<file path="src/rtl/hazard_pkg.sv">
// Shared types and constants for the ID-stage hazard stall controller.
package hazard_pkg;

  typedef enum logic [0:0] {
    IDLE  = 1'b0,
    STALL = 1'b1
  } state_e;

  localparam int REG_ADDR_W_DEF = 5;

  localparam logic [1:0] NO_STALL   = 2'd0;
  localparam logic [1:0] LU         = 2'd1;
  localparam logic [1:0] LU_BRANCH  = 2'd2;
  localparam logic [1:0] BRANCH_DEP = 2'd1;

  function automatic logic [1:0] max_len(input logic [1:0] a, input logic [1:0] b);
    return (a > b) ? a : b;
  endfunction

endpackage

</file>
<file path="src/rtl/hazard_detect.sv">
// Combinational stall-length detector: how many bubbles the instruction in ID
// needs for dependences that ID/EX forwarding cannot resolve.
module hazard_detect
  import hazard_pkg::*;
#(
  parameter int REG_ADDR_W = REG_ADDR_W_DEF
) (
  input  logic [REG_ADDR_W-1:0] rs,
  input  logic [REG_ADDR_W-1:0] rt,
  input  logic                  uses_rt,
  input  logic                  branch,
  input  logic                  id_ex_memread,
  input  logic                  id_ex_regwrite,
  input  logic [REG_ADDR_W-1:0] id_ex_rd,
  input  logic                  ex_mem_memread,
  input  logic                  ex_mem_regwrite,
  input  logic [REG_ADDR_W-1:0] ex_mem_rd,
  output logic [1:0]            n_len
);

  logic rt_read_s;
  logic rs_ex_s, rt_ex_s, rs_mem_s, rt_mem_s;
  logic ex_hit_s, mem_hit_s;

  // Register $0 never carries a dependence; rt only counts when actually read.
  assign rt_read_s = uses_rt | branch;
  assign rs_ex_s   = (rs != {REG_ADDR_W{1'b0}}) && (rs == id_ex_rd);
  assign rt_ex_s   = rt_read_s && (rt != {REG_ADDR_W{1'b0}}) && (rt == id_ex_rd);
  assign rs_mem_s  = (rs != {REG_ADDR_W{1'b0}}) && (rs == ex_mem_rd);
  assign rt_mem_s  = rt_read_s && (rt != {REG_ADDR_W{1'b0}}) && (rt == ex_mem_rd);
  assign ex_hit_s  = rs_ex_s | rt_ex_s;
  assign mem_hit_s = rs_mem_s | rt_mem_s;

  // Stall length is the worst case over all unforwardable dependences.
  always_comb begin
    n_len = NO_STALL;
    if (id_ex_memread && ex_hit_s) begin
      n_len = max_len(n_len, branch ? LU_BRANCH : LU);
    end else begin
      n_len = n_len;
    end
    if (branch && id_ex_regwrite && !id_ex_memread && ex_hit_s) begin
      n_len = max_len(n_len, BRANCH_DEP);
    end else begin
      n_len = n_len;
    end
    if (branch && ex_mem_memread && mem_hit_s) begin
      n_len = max_len(n_len, BRANCH_DEP);
    end else begin
      n_len = n_len;
    end
    // rs can take the EX/MEM ALU value in ID, rt cannot.
    if (branch && ex_mem_regwrite && !ex_mem_memread && rt_mem_s) begin
      n_len = max_len(n_len, BRANCH_DEP);
    end else begin
      n_len = n_len;
    end
  end

endmodule

</file>
<file path="src/rtl/hazard_stall_ctrl.sv">
// Pipeline hazard stall controller: stall FSM, MemBusy freeze and output muxing.
// Optional stall statistics counter enabled by defining HAZARD_STATS_EN.
module hazard_stall_ctrl
  import hazard_pkg::*;
#(
  parameter int REG_ADDR_W = REG_ADDR_W_DEF
`ifdef HAZARD_STATS_EN
  ,
  parameter int STAT_W = 32
`endif
) (
  input  logic                  clk,
  input  logic                  reset,
  input  logic                  ID_Valid,
  input  logic [REG_ADDR_W-1:0] IF_ID_rs,
  input  logic [REG_ADDR_W-1:0] IF_ID_rt,
  input  logic                  ID_UsesRt,
  input  logic                  ID_Branch,
  input  logic                  ID_BranchTaken,
  input  logic                  ID_Jump,
  input  logic                  ID_EX_MemRead,
  input  logic                  ID_EX_RegWrite,
  input  logic [REG_ADDR_W-1:0] ID_EX_rd,
  input  logic                  EX_MEM_MemRead,
  input  logic                  EX_MEM_RegWrite,
  input  logic [REG_ADDR_W-1:0] EX_MEM_rd,
  input  logic                  MemBusy,
  output logic                  PC_Write,
  output logic                  IF_ID_Write,
  output logic                  ID_EX_Flush,
  output logic                  IF_ID_Flush
`ifdef HAZARD_STATS_EN
  ,
  output logic [STAT_W-1:0]     StallCycles
`endif
);

  logic [1:0] n_s;
  state_e     state_q, state_d, adv_state_s;
  logic [1:0] rem_q, rem_d, adv_rem_s;
  logic       stall_s;

  hazard_detect #(.REG_ADDR_W(REG_ADDR_W)) u_detect (
    .rs              (IF_ID_rs),
    .rt              (IF_ID_rt),
    .uses_rt         (ID_UsesRt),
    .branch          (ID_Branch),
    .id_ex_memread   (ID_EX_MemRead),
    .id_ex_regwrite  (ID_EX_RegWrite),
    .id_ex_rd        (ID_EX_rd),
    .ex_mem_memread  (EX_MEM_MemRead),
    .ex_mem_regwrite (EX_MEM_RegWrite),
    .ex_mem_rd       (EX_MEM_rd),
    .n_len           (n_s)
  );

  // FSM advance as if the pipeline were moving; detection only happens in IDLE.
  always_comb begin
    adv_state_s = state_q;
    adv_rem_s   = rem_q;
    stall_s     = 1'b0;
    case (state_q)
      IDLE: begin
        if (ID_Valid && (n_s != NO_STALL)) begin
          stall_s = 1'b1;
          if (n_s == LU_BRANCH) begin
            adv_state_s = STALL;
            adv_rem_s   = n_s - 2'd1;
          end else begin
            adv_state_s = IDLE;
            adv_rem_s   = 2'd0;
          end
        end else begin
          adv_state_s = IDLE;
          adv_rem_s   = 2'd0;
        end
      end
      STALL: begin
        stall_s = 1'b1;
        if (rem_q <= 2'd1) begin
          adv_state_s = IDLE;
          adv_rem_s   = 2'd0;
        end else begin
          adv_state_s = STALL;
          adv_rem_s   = rem_q - 2'd1;
        end
      end
      default: begin
        adv_state_s = IDLE;
        adv_rem_s   = 2'd0;
      end
    endcase
  end

  // A memory wait freezes the FSM so the remaining stall resumes intact.
  always_comb begin
    state_d = state_q;
    rem_d   = rem_q;
    if (MemBusy) begin
      state_d = state_q;
      rem_d   = rem_q;
    end else begin
      state_d = adv_state_s;
      rem_d   = adv_rem_s;
    end
  end

  // State and remaining-cycle registers.
  always_ff @(posedge clk or negedge reset) begin
    if (!reset) begin
      state_q <= IDLE;
      rem_q   <= 2'd0;
    end else begin
      state_q <= state_d;
      rem_q   <= rem_d;
    end
  end

  // Output mux; redirects are dropped while stalling because operands are stale.
  always_comb begin
    PC_Write    = 1'b0;
    IF_ID_Write = 1'b0;
    ID_EX_Flush = 1'b0;
    IF_ID_Flush = 1'b0;
    if (!reset || MemBusy) begin
      PC_Write    = 1'b0;
      IF_ID_Write = 1'b0;
      ID_EX_Flush = 1'b0;
      IF_ID_Flush = 1'b0;
    end else if (stall_s) begin
      PC_Write    = 1'b0;
      IF_ID_Write = 1'b0;
      ID_EX_Flush = 1'b1;
      IF_ID_Flush = 1'b0;
    end else begin
      PC_Write    = 1'b1;
      IF_ID_Write = 1'b1;
      ID_EX_Flush = 1'b0;
      IF_ID_Flush = ID_BranchTaken | ID_Jump;
    end
  end

`ifdef HAZARD_STATS_EN
  logic [STAT_W-1:0] stall_cycles_q, stall_cycles_d;

  // Saturating count of cycles that actually inserted a bubble.
  always_comb begin
    stall_cycles_d = stall_cycles_q;
    if (!MemBusy && stall_s && (stall_cycles_q != {STAT_W{1'b1}})) begin
      stall_cycles_d = stall_cycles_q + {{(STAT_W-1){1'b0}}, 1'b1};
    end else begin
      stall_cycles_d = stall_cycles_q;
    end
  end

  // Statistics register.
  always_ff @(posedge clk or negedge reset) begin
    if (!reset) begin
      stall_cycles_q <= {STAT_W{1'b0}};
    end else begin
      stall_cycles_q <= stall_cycles_d;
    end
  end

  assign StallCycles = stall_cycles_q;
`else
  // Statistics counter not built.
`endif

endmodule
</file>
<file path="config.mk">
export PLATFORM = sky130hd
export DESIGN_NAME = hazard_stall_ctrl
export DESIGN_NICKNAME = d
export VERILOG_FILES = /design/src/rtl/hazard_pkg.sv /design/src/rtl/hazard_detect.sv /design/src/rtl/hazard_stall_ctrl.sv
export SDC_FILE = /design/constraint.sdc
export NUM_CORES = 1
export LEC_CHECK = 0
export ABC_AREA = 1
export ABC_CLOCK_PERIOD_IN_PS = 3700
export CAP_MARGIN = 5
export CORE_MARGIN = 1
export CORE_UTILIZATION = 41
export CTS_CLUSTER_DIAMETER = 30
export CTS_CLUSTER_SIZE = 30
export DETAILED_ROUTE_END_ITERATION = 10
export PLACE_DENSITY = 0.87
export SLEW_MARGIN = 40
export SYNTH_ARGS = -nofsm -noshare
export SYNTH_HDL_FRONTEND = slang
export SYNTH_SLANG_ARGS = --single-unit
</file>
<file path="constraint.sdc">
create_clock -name clk -period 3.7 [get_ports clk]
set_input_delay 0.37 -clock clk [delete_from_list [all_inputs] [get_ports clk]]
set_output_delay 0.37 -clock clk [all_outputs]
set_load 0.05 [all_outputs]
</file>
==> results.py, run 1 <==
metrics = {
    "run_status": {
        "status": "completed",
    },
    "drt": {
        "wirelength_mm": 1.63,
        "drtAntennaViolNets": 0,
        "vias_per_cell": 4.74,
        "wire_per_inst_um": 9.71,
        "drc": 0,
        "dr.pass1.iters": 4,
        "drt_iter0_markers": 22,
        "vias": 796,
    },
    "sta": {
        "drv_slew": 0,
        "max_freq_mhz": 291,
        "period_minus_slack_ns": 3.43,
        "rsz0062_at_grt": "no",
        "worst_pin_slew_ns": 0.497,
        "skew_ns": 0.00198,
        "finalCritPeriodShare_pct": 92.8,
        "max_slew_margin_pct": 66.7,
        "setup-tns-final_ns": 0,
        "fin_ws_ns": 0.268,
        "hold_violations": 0,
        "setup_viol": 0,
    },
    "clocking": {
        "clk_pin_slew_ns": 0.04,
        "clock_latency_ns": 0.23,
        "cts_root_buf": "clkbuf_4",
        "cts-buffers-inserted": 3,
        "htreeDepth": 1,
        "cts_resized": 0,
        "clock-sinks": 3,
        "cts_setup_buffers": 0,
        "cts_hold_buf": 0,
        "cts_tree": "yes",
        "ctsLongestPathBuffers": 2,
    },
    "logic_synthesis": {
        "synth_edf_count": 0,
        "synth_top_family_by_area": "simple AND/OR/NAND/NOR gates",
        "seq_area_frac_synth_pct": 11.5,
        "syn_nets": 148,
        "synthCells": 114,
        "yosys.area_share.simple_pct": 47.1,
        "yosys_warnings": 0,
        "synth_area_um2": 653,
        "synth_xor_area_share_pct": 17.4,
        "syn_avg_cell_area_um2": 5.73,
        "ys_ff_latch": 3,
        "synth_adder_area_share_pct": 3.83,
        "yosysUniqueCellTypes": 24,
        "synth_compound_area_share_pct": 9.77,
        "synthFlopType": "dfrtp_1",
        "async_flop_share_pct": 100,
        "muxShareOfSynthArea_pct": 0,
    },
    "worst_hold_path": {
        "holdCritPathClass": "in2async",
    },
    "floorplan": {
        "dieHeight_um": 41.9,
        "io_pins": 36,
        "dieArea_mm2": 0.00176,
        "core-area_mm2": 0.00149,
        "dieWidth_um": 41.9,
        "initial_core_util_pct": 43.9,
        "placementRows": 14,
    },
    "placed_design": {
        "io_buffers": 35,
        "placedCellCount": 164,
        "hpwl_mm": 1.45,
        "gp_congestion": 0.844,
        "place_ws_ns": 0.235,
    },
    "power": {
        "p_leak_uw": 0.000508,
        "vdd_drop_max_v": 0.000124,
        "power_per_cell_area_mw_per_mm2": 182,
    },
    "global_routing": {
        "grt_pass1_vias": 721,
        "antenna_found_initial": 0,
        "grt_max_degree": 7,
        "grt-ovfl-total": 0,
        "gr-usage-all-layers_pct": 20.7,
        "grt_pass1_wl_mm": 2.85,
    },
    "critical_path": {
        "worstPathMaxFanout": 4,
        "required_ns": 3.33,
        "crit_start": "IF_ID_rs[0]",
        "arrival_ns": 3.06,
        "critPathLaunchType": "input pin",
        "critPathCaptureType": "output pin",
        "timing.rr.start": "state_q",
        "criticalPathCategory": "in2out",
    },
    "cells_and_area": {
        "syn2layout_area_growth_pct": 59.6,
        "fillers": 138,
        "drive_above_1_share_pct": 10.5,
        "final_cell_count_no_fill": 168,
        "utilization_pct": 70.0,
        "antennaDiodeCount": 0,
        "final_nets": 187,
    },
    "job": {
        "drv_cap": 0,
    },
}
==> worst paths after layout <==
check | end | slack, ns | cells past startpoint
worst min-delay path | state_q | 0.34 | 1
worst min register to register | rem_q[0] | 0.51 | 2
worst max register to register | rem_q[0] | 2.80 | 3
min in group clk | rem_q[0] | 0.51 | 2
max in group asynchronous | rem_q[0] | 3.20 | 1
worst max-delay path | IF_ID_Flush | 0.27 | 13
==> layout by cell type, fill, tap and decap left out, types with 2 or more instances in the layout <==
master | netlist | routed
clkbuf_4 | 0 | 3
xnor2_1 | 8 | 8
ha_1 | 2 | 2
o21ai_0 | 4 | 4
nor2_1 | 21 | 21
nor2_2 | 3 | 3
xor2_1 | 5 | 5
nand3_1 | 4 | 4
inv_2 | 2 | 2
dfrtp_1 | 3 | 3
inv_1 | 13 | 13
nand2_2 | 5 | 5
clkdlybuf4s50_1 | 0 | 35
nand2_1 | 32 | 32
==> synth_stat cells, types with 2 or more instances <==
master / count / share of area, %
dfrtp_1: 3 / 11
ha_1: 2 / 3.8
inv_1: 13 / 7.5
inv_2: 2 / 1.1
nand2_1: 32 / 18
nand2_2: 5 / 4.8
nand3_1: 4 / 3.1
nor2_1: 21 / 12
nor2_2: 3 / 2.9
o21ai_0: 4 / 3.1
xnor2_1: 8 / 11
xor2_1: 5 / 6.7
==> stage by stage <==
| step | total power [uW] | cell area, um^2 | hold slack, ns |
|---|---|---|---|
| after floorplan | 81.6 | 653 | 0.0744 |
| after global routing | 205 | 1040 | 0.340 |
| final | 190 | 1040 | 0.338 |
| after detailed placement | 133 | 1020 | 0.500 |
| after CTS | 190 | 1040 | 0.343 |
| after global placement | 131 | 1020 | 0.495 |
==> critical path: stages <==
cell,delay [ns]
clkdlybuf4s50_1,0.56
xnor2_1,0.14
nand2_1,0.09
nor2_2,0.09
nand2_2,0.08
a21oi_4,0.21
inv_2,0.05
nand2_1,0.06
ha_1,0.14
nor2_1,0.06
nor3_1,0.25
o21a_1,0.17
clkdlybuf4s50_1,0.79
==> area by class of cell <==
| class | count | area [um^2] | share of cell area (%) |
|---|---|---|---|
| inverter | 16 | 60.1 | 5.76 |
| sequential | 3 | 75.1 | 7.20 |
| clock buffer | 4 | 26.3 | 2.52 |
| timing repair buffer | 35 | 350 | 33.6 |
| multi-input combinational | 94 | 510 | 49.0 |
| tap | 16 | 20.0 | 1.92 |
==> report_power, final <==
part | internal (uW) | total (uW) | switching, uW
registers | 33.0 | 33.0 | 0.0188
logic | 52.1 | 99.4 | 47.2
clock network | 40.4 | 57.1 | 16.7
total | 126 | 190 | 64.0
==> state kept, by name, indices dropped and copies added (netlist names) <==
register  count
rem_q         2
state_q       1
==> per-layer routing <==
layer | track usage (%) | vias up | routed length, um
met5 | 0 | - | 0
met4 | 3.87 | 0 | 11
met3 | 3.48 | 2 | 104
met2 | 37.2 | 36 | 789
met1 | 25.7 | 334 | 726
li1 | - | 424 | -
==> cells by family after synthesis <==
family          count (synthesis)
simple gates                   70
flops                           3
compound gates                  9
fa+ha+maj                       2
xor+xnor                       13
buf+inv                        17
Note: power is estimated with default switching activity, not from simulation.
==> inputs of run 2 (changes only) <==
CAP_MARGIN = 20   (was 5)
CORE_AREA = 2 2 39 41   (was not set)
CORE_MARGIN = not set   (was 1)
CORE_UTILIZATION = not set   (was 41)
DIE_AREA = 0 0 41 43   (was not set)
DONT_BUFFER_PORTS = 1   (was not set)
PLACE_DENSITY = 0.67   (was 0.87)
==> run 2 against run 1 <==
Sequential share of layout area grew 3.1 points. Utilization shrank 17 points. Cell count shrank 19%. Global-route usage shrank 3.7 points. Critical path type unchanged.
==> results.py, run 2 (synthesized netlist as in run 1, its figures left out) <==
metrics = {
    "global_routing": {
        "grt_max_degree": 7,
        "gr-usage-all-layers_pct": 16.9,
        "grt_pass1_vias": 605,
        "grt-ovfl-total": 0,
        "grt_pass1_wl_mm": 2.13,
        "antenna_found_initial": 0,
    },
    "drt": {
        "drtAntennaViolNets": 0,
        "drt_iter0_markers": 12,
        "wirelength_mm": 1.31,
        "wire_per_inst_um": 9.62,
        "dr.pass1.iters": 4,
        "vias_per_cell": 4.68,
        "vias": 636,
        "drc": 0,
    },
    "cells_and_area": {
        "final_cell_mix": "nand2_1, nor2_1, inv_1",
        "final_common_cell": "nand2_1",
        "largest_register": "rem_q",
        "final_nets": 155,
        "fillers": 153,
        "syn2layout_area_growth_pct": 11.5,
        "largest_reg_flops": 2,
        "antennaDiodeCount": 0,
        "biggestRegsByFlops": "rem_q (2), state_q (1)",
        "drive_above_1_share_pct": 16.7,
    },
    "clocking": {
        "htreeDepth": 1,
        "clock_latency_ns": 0.22,
        "cts_hold_buf": 1,
        "clk_pin_slew_ns": 0.03,
        "clock-sinks": 3,
        "cts_resized": 0,
        "cts-buffers-inserted": 3,
        "cts_tree": "yes",
        "cts_root_buf": "clkbuf_4",
        "ctsLongestPathBuffers": 2,
        "cts_setup_buffers": 0,
    },
    "power": {
        "totalPowerFinal_uw": 143,
        "vdd_drop_max_v": 0.000150,
        "power_per_cell_area_mw_per_mm2": 196,
        "p_leak_uw": 0.000389,
    },
    "critical_path": {
        "crit_top_cell": "nand2_1",
        "cpMaxStageDelayCell": "o21a_1",
        "critPathLaunchType": "input pin",
        "critPathCaptureType": "output pin",
        "crit_path_cell_trace": "inv_1 > nand2_1 > nand2_1 > nand2_1 > nor2_2 > nand2_2 > a21oi_4 > inv_2 > nand2_1 > ha_1 > nor2_1 > nor3_2 > buf_4 > o21a_1",
        "regToRegEndpoint": "rem_q[0]",
        "criticalPathCategory": "in2out",
        "ff2ff_setup_slack_ns": 2.76,
        "cp_slowest_stage_delay_ns": 0.45,
        "worstPathMaxFanout": 4,
        "arrival_ns": 2.08,
        "timing.rr.start": "state_q",
        "r2r_cells": 3,
        "required_ns": 3.33,
    },
    "sta": {
        "hold_violations": 0,
        "worst_pin_slew_ns": 0.547,
        "finalCritPeriodShare_pct": 66.2,
        "period_minus_slack_ns": 2.45,
        "rsz0062_at_grt": "no",
        "setup-tns-final_ns": 0,
        "skew_ns": 0.000183,
        "drv_slew": 0,
        "max_freq_mhz": 409,
        "max_slew_margin_pct": 63.5,
        "setup_viol": 0,
    },
    "placed_design": {
        "hpwl_mm": 1.14,
        "io_buffers": 0,
        "gp_congestion": 0.847,
    },
    "floorplan": {
        "io_pins": 36,
        "dieHeight_um": 43,
        "initial_core_util_pct": 47.2,
        "placementRows": 14,
        "dieArea_mm2": 0.00176,
        "core-area_mm2": 0.00138,
        "dieWidth_um": 41,
    },
    "job": {
        "drv_cap": 0,
    },
    "worst_hold_path": {
        "hold_path_depth": 2,
        "holdCritPathClass": "in2reg",
        "hold_start": "MemBusy",
        "min_to": "state_q",
    },
    "run_status": {
        "status": "completed",
    },
}
## run 2: cell count changes in the layout (fill, tap and decap cells not counted), sizes merged
cell           change
clkdlybuf4s50     -35
buf                +2
dlygate4sd3        +1
## run 2: critical path: cells and delay by family
family                     cells  cell delay, ns
and+or+nand+nor                8            0.58
AOI/OAI and AO/OA              2            0.65
adders and majority gates      1            0.14
buffers and inverters          3            0.34
## run 2: final cells by class
type	instances	area, um^2	share of cell area [%]
inverters	16	60.1	8.25
repair buffers	3	28.8	3.95
multi-input cells	94	518	71.1
flip-flops and latches	3	75.1	10.3
clock buffers	4	26.3	3.61
well taps	16	20.0	2.75
## run 2: worst max-delay path by stage
| stage | start | end | slack (ns) | cells past startpoint |
|---|---|---|---|---|
| 2_1_floorplan | IF_ID_rs[3] | IF_ID_Flush | 0.42 | 13 |
| 3_3_place_gp | IF_ID_rs[3] | ID_EX_Flush | 1.21 | 12 |
| 3_5_place_dp | IF_ID_rs[3] | ID_EX_Flush | 1.18 | 12 |
| 4_1_cts | IF_ID_rs[3] | ID_EX_Flush | 1.17 | 12 |
| 5_1_grt | IF_ID_rs[3] | IF_ID_Flush | 1.02 | 14 |
| 6_report | IF_ID_rs[3] | IF_ID_Flush | 1.25 | 14 |
## run 2: stage by stage
stage / hold WS (ns) / cell area (um^2) / setup WS (ns) / utilization [%] / cells
after floorplan: 0.0744 / 653 / 0.415 / - / 114
final: 0.297 / 728 / 1.25 / 52.6 / 136
after global placement: 0.0745 / 689 / 1.21 / 49.8 / 131
after detailed placement: 0.0745 / 689 / 1.18 / 49.8 / 131
after CTS: 0.292 / 726 / 1.17 / 52.4 / 136
after global routing: 0.288 / 728 / 1.02 / 52.6 / 136
## run 2: where the power goes
group	switching [uW]	leakage [uW]	internal, uW
Clock	13.6	0.0000150	40.2
Combinational	32.0	0.000332	24.2
Sequential	0.0226	0.0000419	33.1
Total	45.5	0.000389	97.5
## run 2: per-layer routing
| layer | share of wire, % | vias to the layer above | global-route usage, % |
|---|---|---|---|
| met1 | 45 | 260 | 21.4 |
| met4 | 0 | 0 | 2.00 |
| li1 | - | 358 | - |
| met5 | 0 | - | 0 |
| met2 | 48 | 18 | 27.8 |
| met3 | 6.0 | 0 | 5.24 |
